<file path="config.mk">
export PLATFORM = sky130hd
export DESIGN_NAME = qs_sort_n
export DESIGN_NICKNAME = d
export VERILOG_FILES = /design/src/rtl/qs_sort_pkg.sv /design/src/rtl/qs_sort_cell.sv /design/src/rtl/qs_sort_n.sv
export SDC_FILE = /design/constraint.sdc
export NUM_CORES = 2
export LEC_CHECK = 0
export ABC_CLOCK_PERIOD_IN_PS = 4400
export CORE_MARGIN = 2
export CORE_UTILIZATION = 50
export DETAILED_ROUTE_END_ITERATION = 16
export PLACE_DENSITY_LB_ADDON = 0.25
export SYNTH_ARGS = -nofsm -noshare
export SYNTH_HDL_FRONTEND = slang
export SYNTH_SLANG_ARGS = --single-unit
export TNS_END_PERCENT = 5
</file>
<file path="constraint.sdc">
create_clock -name clk -period 4.4 [get_ports clk]
set_input_delay 0.44 -clock clk [delete_from_list [all_inputs] [get_ports clk]]
set_output_delay 0.44 -clock clk [all_outputs]
set_load 0.02 [all_outputs]
</file>
<file path="src/rtl/qs_sort_pkg.sv">
// qs_sort_pkg: shared types and the sort-order helper for the qs_sort_n packet sorter.
//   state_t    - controller states (IDLE, LOAD, EMIT)
//   precedes() - true when an incoming word must be placed ahead of a stored word
package qs_sort_pkg;

  typedef enum logic [1:0] {
    IDLE = 2'd0,
    LOAD = 2'd1,
    EMIT = 2'd2
  } state_t;

  // The comparison is strict, so an equal key never precedes the stored word.
  // The new word therefore lands after earlier equal words, which keeps the sort stable.
  // lt/gt compare the new word against the stored word. dsc=1 selects descending order.
  function automatic logic precedes(input logic lt, input logic gt, input logic dsc);
    return dsc ? gt : lt;
  endfunction

endpackage

</file>
<file path="src/rtl/qs_sort_cell.sv">
// qs_sort_cell: one slot of the parallel insertion array.
// Ports:
//   clk, rst  - clock, asynchronous active-low reset
//   i_dsc     - active sort mode (1 = descending)
//   i_new     - incoming word (write data, compare operand)
//   i_below   - word held by the slot one position lower (shift source)
//   i_ins     - load i_new into this slot
//   i_shift   - load i_below into this slot
//   o_word    - registered slot contents
//   o_prec    - incoming word precedes this slot's word under the active mode
module qs_sort_cell
  import qs_sort_pkg::*;
#(
  parameter int unsigned W = 32
) (
  input  logic         clk,
  input  logic         rst,
  input  logic         i_dsc,
  input  logic [W-1:0] i_new,
  input  logic [W-1:0] i_below,
  input  logic         i_ins,
  input  logic         i_shift,
  output logic [W-1:0] o_word,
  output logic         o_prec
);

  logic [W-1:0] r_word;

  always_ff @(posedge clk or negedge rst) begin
    if (!rst) begin
      r_word <= '0;
    end else if (i_ins) begin
      r_word <= i_new;
    end else if (i_shift) begin
      r_word <= i_below;
    end
  end

  assign o_word = r_word;
  assign o_prec = precedes(i_new < r_word, i_new > r_word, i_dsc);

endmodule

</file>
<file path="src/rtl/qs_sort_n.sv">
// qs_sort_n: sorts one packet of up to N unsigned W-bit words and streams it out in order.
// Each input beat is inserted in a single cycle. The new word is compared in parallel
// against every occupied slot, and the slots that follow the insertion point shift up.
// Ports:
//   clk, rst                 - clock, asynchronous active-low reset
//   in_vld/in_sop/in_eop     - input beat framing
//   in_dsc                   - sort mode, taken from the sop beat (1 = descending)
//   in_dat                   - input word
//   in_rdy                   - low only while the sorted packet is being emitted
//   out_vld_r/sop_r/eop_r    - registered output framing, no backpressure
//   out_err_r                - packet error (overflow or repeated sop), valid with out_eop_r
//   out_dat_r                - sorted word
// Optional build macro QS_SORT_STATS_EN adds these saturating counters:
//   stat_pkt_r  - packets emitted
//   stat_err_r  - packets emitted with an error
//   stat_drop_r - stray non-sop beats discarded while idle
module qs_sort_n
  import qs_sort_pkg::*;
#(
  parameter int unsigned W     = 32,
  parameter int unsigned N     = 16,
  parameter int unsigned CNT_W = $clog2(N + 1)
) (
  input  logic         clk,
  input  logic         rst,
  input  logic         in_vld,
  input  logic         in_sop,
  input  logic         in_eop,
  input  logic         in_dsc,
  input  logic [W-1:0] in_dat,
  output logic         in_rdy,
  output logic         out_vld_r,
  output logic         out_sop_r,
  output logic         out_eop_r,
  output logic         out_err_r,
`ifdef QS_SORT_STATS_EN
  output logic [31:0]  stat_pkt_r,
  output logic [31:0]  stat_err_r,
  output logic [15:0]  stat_drop_r,
`endif
  output logic [W-1:0] out_dat_r
);

  state_t           r_state, w_state_d;
  logic [CNT_W-1:0] r_cnt, w_cnt_d;
  logic [CNT_W-1:0] r_idx, w_idx_d;
  logic             r_dsc, w_dsc_d;
  logic             r_err, w_err_d;

  logic             w_acc, w_start, w_full, w_ins_load, w_last;
  logic [CNT_W-1:0] w_pos;
  logic [W-1:0]     w_slot [N];
  logic [N-1:0]     w_prec_raw, w_occ_prec, w_ins, w_shift;
  logic [W-1:0]     w_rd_word;
  logic             w_vld_d, w_sop_d, w_eop_d, w_oerr_d;

  assign in_rdy     = (r_state != EMIT);
  assign w_acc      = in_vld & in_rdy;
  assign w_start    = w_acc & (r_state == IDLE) & in_sop;
  assign w_full     = (r_cnt == CNT_W'(N));
  assign w_ins_load = w_acc & (r_state == LOAD) & ~w_full;
  assign w_last     = (r_idx == r_cnt - CNT_W'(1));

  // Slot array. Slot 0 never takes a shift, so its shift source is tied off.
  for (genvar g = 0; g < int'(N); g++) begin : g_cell
    logic [W-1:0] w_below;
    if (g == 0) begin : g_bottom
      assign w_below  = '0;
      assign w_ins[g] = w_start | (w_ins_load & (w_pos == '0));
    end else begin : g_upper
      assign w_below  = w_slot[g-1];
      assign w_ins[g] = w_ins_load & (w_pos == CNT_W'(g));
    end
    assign w_shift[g]    = w_ins_load & (CNT_W'(g) > w_pos) & (CNT_W'(g) <= r_cnt);
    assign w_occ_prec[g] = w_prec_raw[g] & (CNT_W'(g) < r_cnt);

    qs_sort_cell #(
      .W (W)
    ) u_cell (
      .clk     (clk),
      .rst     (rst),
      .i_dsc   (r_dsc),
      .i_new   (in_dat),
      .i_below (w_below),
      .i_ins   (w_ins[g]),
      .i_shift (w_shift[g]),
      .o_word  (w_slot[g]),
      .o_prec  (w_prec_raw[g])
    );
  end

  // The lowest occupied slot that the new word precedes is the insertion point.
  // If there is no such slot, the word is appended at r_cnt.
  always_comb begin
    w_pos = r_cnt;
    for (int i = int'(N) - 1; i >= 0; i--) begin
      if (w_occ_prec[i]) begin
        w_pos = CNT_W'(i);
      end
    end
  end

  always_comb begin
    w_rd_word = '0;
    for (int i = 0; i < int'(N); i++) begin
      if (r_idx == CNT_W'(i)) begin
        w_rd_word = w_slot[i];
      end
    end
  end

  always_comb begin
    w_state_d = r_state;
    w_cnt_d   = r_cnt;
    w_idx_d   = r_idx;
    w_dsc_d   = r_dsc;
    w_err_d   = r_err;
    w_vld_d   = 1'b0;
    w_sop_d   = 1'b0;
    w_eop_d   = 1'b0;
    w_oerr_d  = 1'b0;
    unique case (r_state)
      IDLE: begin
        w_idx_d = '0;
        if (w_start) begin
          w_dsc_d   = in_dsc;
          w_err_d   = 1'b0;
          w_cnt_d   = CNT_W'(1);
          w_state_d = in_eop ? EMIT : LOAD;
        end
      end
      LOAD: begin
        w_idx_d = '0;
        if (w_acc) begin
          if (in_sop || w_full) begin
            w_err_d = 1'b1;
          end
          if (!w_full) begin
            w_cnt_d = r_cnt + CNT_W'(1);
          end
          if (in_eop) begin
            w_state_d = EMIT;
          end
        end
      end
      EMIT: begin
        w_vld_d  = 1'b1;
        w_sop_d  = (r_idx == '0);
        w_eop_d  = w_last;
        w_oerr_d = w_last & r_err;
        if (w_last) begin
          w_state_d = IDLE;
        end else begin
          w_idx_d = r_idx + CNT_W'(1);
        end
      end
      default: w_state_d = IDLE;
    endcase
  end

  always_ff @(posedge clk or negedge rst) begin
    if (!rst) begin
      r_state <= IDLE;
      r_cnt   <= '0;
      r_idx   <= '0;
      r_dsc   <= 1'b0;
      r_err   <= 1'b0;
    end else begin
      r_state <= w_state_d;
      r_cnt   <= w_cnt_d;
      r_idx   <= w_idx_d;
      r_dsc   <= w_dsc_d;
      r_err   <= w_err_d;
    end
  end

  always_ff @(posedge clk or negedge rst) begin
    if (!rst) begin
      out_vld_r <= 1'b0;
      out_sop_r <= 1'b0;
      out_eop_r <= 1'b0;
      out_err_r <= 1'b0;
      out_dat_r <= '0;
    end else begin
      out_vld_r <= w_vld_d;
      out_sop_r <= w_sop_d;
      out_eop_r <= w_eop_d;
      out_err_r <= w_oerr_d;
      if (w_vld_d) begin
        out_dat_r <= w_rd_word;
      end
    end
  end

`ifdef QS_SORT_STATS_EN
  always_ff @(posedge clk or negedge rst) begin
    if (!rst) begin
      stat_pkt_r  <= '0;
      stat_err_r  <= '0;
      stat_drop_r <= '0;
    end else begin
      if (w_eop_d && (stat_pkt_r != '1)) begin
        stat_pkt_r <= stat_pkt_r + 32'd1;
      end
      if (w_oerr_d && (stat_err_r != '1)) begin
        stat_err_r <= stat_err_r + 32'd1;
      end
      if (w_acc && (r_state == IDLE) && !in_sop && (stat_drop_r != '1)) begin
        stat_drop_r <= stat_drop_r + 16'd1;
      end
    end
  end
`endif

endmodule
</file>
==> summary.txt <==
Run status
  • Outcome: finished with violations
  • Failing checks: negative setup slack

Synth
  • Cells taking the most area after synthesis: dfrtp_1 (33%), ha_1 (15%), mux2i_1 (4.8%)
  • FFs w/ async S/R, synth: 100.0%
  • Compound-cell area share of the yosys netlist: 25.27%
  • Post-synth top area cell: dfrtp_1
  • Post-Synthesis Cells: 4689
  • Synthesized flop and latch total: 562
  • Syn Area/Cell: 9.086 sq um
  • Unique cell type count in the Yosys netlist: 79
  • Post-Synth XOR/XNOR Area: 0.1645%
  • Synthesized-area fraction occupied by adder cells: 15.33%
  • Post-synthesis sequential area ratio: 33.01%
  • Yosys warns: 0
  • Top_reg_cell synth: dfrtp_1
  • Number of synthesized flops with an enable pin: 0
  • Syn_nets: 5249
  • Mux contribution to synthesized area: 8.443%
  • Share of the synthesized area in the top cell type: 33.01%
  • Synth top cells by count: dfrtp_1 (562), ha_1 (522), inv_1 (519)
  • Largest family of logic cells by synthesized area: compound AO/OA/AOI/OAI gates
  • Simple-Gate Fraction of Synth Area: 10.37%
  • Most common cell in the netlist: dfrtp_1
  • Mapped cell area: 42600 sq um

Place
  • Hpwl dp: 105800 microns
  • # port buffers: 74
  • Routability Congestion: 0.9872
  • Pre-CTS setup slack: -1.375 ns
  • Placed inst area: 50160 sq um

Final layout
  • Antenna cells: 0
  • Design Area, Final: 53690 sq um
  • Final net count: 5807
  • Share of layout cells above drive strength 1: 20.84%
  • Layout Area Growth over Synthesis: 26.03%

Global routing
  • Antenna violations before repair: 1
  • Vias in the first global route: 39350
  • GRT Total Usage: 32.21%
  • First-pass GRT wire length: 221600 microns
  • Largest net degree at the start of global routing: 109
  • Gr ovfl total: 0

Power
  • Worst vdd ir: 0.4397 mV
  • Pwr Total: 24.94 mW
  • PwrDens: 464.4 nW/um^2
  • LEAKAGE: 25.57 nW

Clock network
  • CTS H-tree depth: 3
  • Clock slew seen by the registers of the worst setup and hold paths: 0.06 ns
  • Clock Sinks: 562
  • Worst-skew pair later-pin latency: 0.62 ns
  • Root Buffer: clkbuf_16
  • TritonCTS Buffers: 71
  • Clk buf depth: 3
  • CTS tree: yes

Route
  • Via count: 39880
  • Vias per std cell: 6.196
  • DRT iter0 DRCs: 3626
  • Drt first pass iters: 7
  • Routed WL: 143300 microns
  • DRC: 0
  • ANT nets after route: 0
  • Routed len/inst: 22.27 microns

Setup path
  • Worst Path Required: 4.89 ns
  • Arr. time, crit path: 5.20 ns
  • Flop2flop setup slack: -0.27 ns
  • Worst Setup End Kind: flip-flop
  • Maximum fanout along the worst path: 9
  • CP cell instances: clkdlybuf4s50_1 -> buf_12 -> buf_4 -> buf_4 -> ha_1 -> a211oi_1 -> o21ai_0 -> a21oi_1 -> o21ai_0 -> or3_1 -> mux2_2 -> nor4_4 -> o2111ai_2 -> buf_4 -> o311a_4 -> bufbuf_16 -> mux2i_1 -> mux2_2
  • Critical path class: input pin to flip-flop
  • R2R Path Start: g_cell[1].u_cell.o_word[30]
  • Critical Path Source Type: input pin
  • Reg2Reg Depth: 16
  • Cell mode on critical path: buf_4
  • Reg-to-reg endpoint: g_cell[14].u_cell.o_word[3]
  • CP max stage delay: 0.45 ns
  • CP max stage cell: o311a_4

Timing
  • Fmax: 212.4 MHz
  • Final slew viol count: 0
  • Least-Margin Pin Slew: 1.133 ns
  • Clock Skews: 0.02639 ns
  • Setup WS post-layout: -0.3089 ns
  • Minimum clock period: 4.709 ns
  • Final Setup Violations: 509
  • Hold Vio Cnt, Final: 0
  • RSZ-0062 raised after global routing: true
  • Tcrit/Tclk final: 107.0%
  • Max-Slew Margin vs Limit: 24.38%

Floorplanning
  • Core area: 84750 sq um
  • Top Ports: 75
  • Die ar.: 87560 sq um
  • Row Count: 107
  • Starting Density: 50.27%
  • Die span in x: 295.9 microns
  • Height of the die: 295.9 microns

Min path
  • Hold Path Class: input pin to flip-flop
  • Hold_sp: in_dat[28]
  • Hold path depth: 3
  • Hold path endpoint: g_cell[14].u_cell.o_word[28]

Job
  • Max cap viols: 0
==> registers in the layout (all words and copies together), names as in the netlist <==
name / cells
r_err: 1
r_dsc: 1
out_err_r: 1
g_cell.u_cell.o_word: 512
r_cnt: 5
out_dat_r: 32
out_vld_r: 1
out_eop_r: 1
r_state: 2
r_idx: 5
out_sop_r: 1
==> metal layers <==
layer	vias up	global-route usage (%)	part of all wire, %
met1	19460	43.90	44
met2	1483	51.82	46
li1	18650	-	-
met4	2	12.38	3.7
met3	278	4.572	7.1
met5	-	0	0.027
==> cells by family (layout without fill, tap and decap cells) <==
group,count (synthesis),in the layout
adders and majority gates,522,522
AOI/OAI and AO/OA,1508,1508
muxes,339,339
xor gates and xnor gates,8,8
and+or+nand+nor,917,917
buffers and inverters,833,1436
DFF,562,562
==> repair_timing <==
| item | 4_1_cts | 5_1_grt |
|---|---|---|
| gates cloned | 6 | 4 |
| hold endpoints to repair | 87 | 0 |
| endpoints found under the setup margin | 512 | 513 |
| pin swaps | 29 | 16 |
| hold buffers | 1 | 0 |
| setup buffers | 26 | 11 |
| resized for setup | 123 | 72 |
==> how the worst max path moves through the flow <==
stage / end / from / slack (ns) / cells past startpoint
after global routing: g_cell[14].u_cell.o_word[5] / in_dat[30] / -0.36 / 17
after floorplan: g_cell[12].u_cell.o_word[13] / in_dat[0] / 0.03 / 17
after CTS: g_cell[4].u_cell.o_word[12] / g_cell[13].u_cell.o_word[27] / -0.24 / 18
after detailed placement: g_cell[12].u_cell.o_word[7] / in_dat[30] / -1.38 / 15
after global placement: g_cell[12].u_cell.o_word[5] / in_dat[31] / -1.33 / 15
final: g_cell[14].u_cell.o_word[3] / in_dat[17] / -0.31 / 18
==> critical path: cells and delay by family <==
| family | cells | cell delay [ns] |
|---|---|---|
| compound gates | 6 | 1.51 |
| fa+ha+maj | 1 | 0.30 |
| buf+inv | 6 | 1.44 |
| mux | 3 | 0.70 |
| simple gates | 2 | 0.81 |
==> cell usage in the layout, fill, tap and decap left out, types with 43 or more instances in the layout <==
master	instances
a211oi_1	150
a21o_1	61
a21oi_1	356
a221o_1	141
a221oi_1	70
a22oi_1	120
and2_1	43
and3_1	45
buf_12	103
buf_4	600
clkbuf_16	77
clkdlybuf4s50_1	65
dfrtp_1	562
ha_1	514
inv_1	514
mux2_4	90
mux2i_1	203
nand2_1	237
nand3_1	65
nand4_1	97
nor2_1	276
o211ai_1	69
o21ai_0	160
o221ai_1	47
o31ai_1	127
==> final cells by class <==
cell class                 count  area (sq um)
clock buffer                 105          2087
clock inverter                13         130.1
fill                        6914         31050
inverter                     519          1952
multi-input combinational   3294         26310
sequential                   562         14060
tap                         1144          1431
timing repair buffer         799          7721
==> metrics by stage <==
stage / util [%] / std cells / TNS [ns] / hold slack [ns]
floorplan: - / 4689 / 0 / 0.1444
global placement: 59.19 / 6272 / -614.00 / 0.4768
detailed placement: 59.19 / 6272 / -636.12 / 0.4715
CTS: 62.83 / 6422 / -38.69 / 0.3998
global route: 63.36 / 6436 / -116.85 / 0.2996
finish: 63.36 / 6436 / -80.91 / 0.3082
==> where the power goes <==
group / switching [mW] / internal (mW) / leakage, nW / total (mW)
logic: 6.73 / 5.35 / 17.8 / 12.1
registers: 0.893 / 6.20 / 6.63 / 7.10
clock network: 2.38 / 3.38 / 1.10 / 5.76
Note: power is estimated with default switching activity, not from simulation.
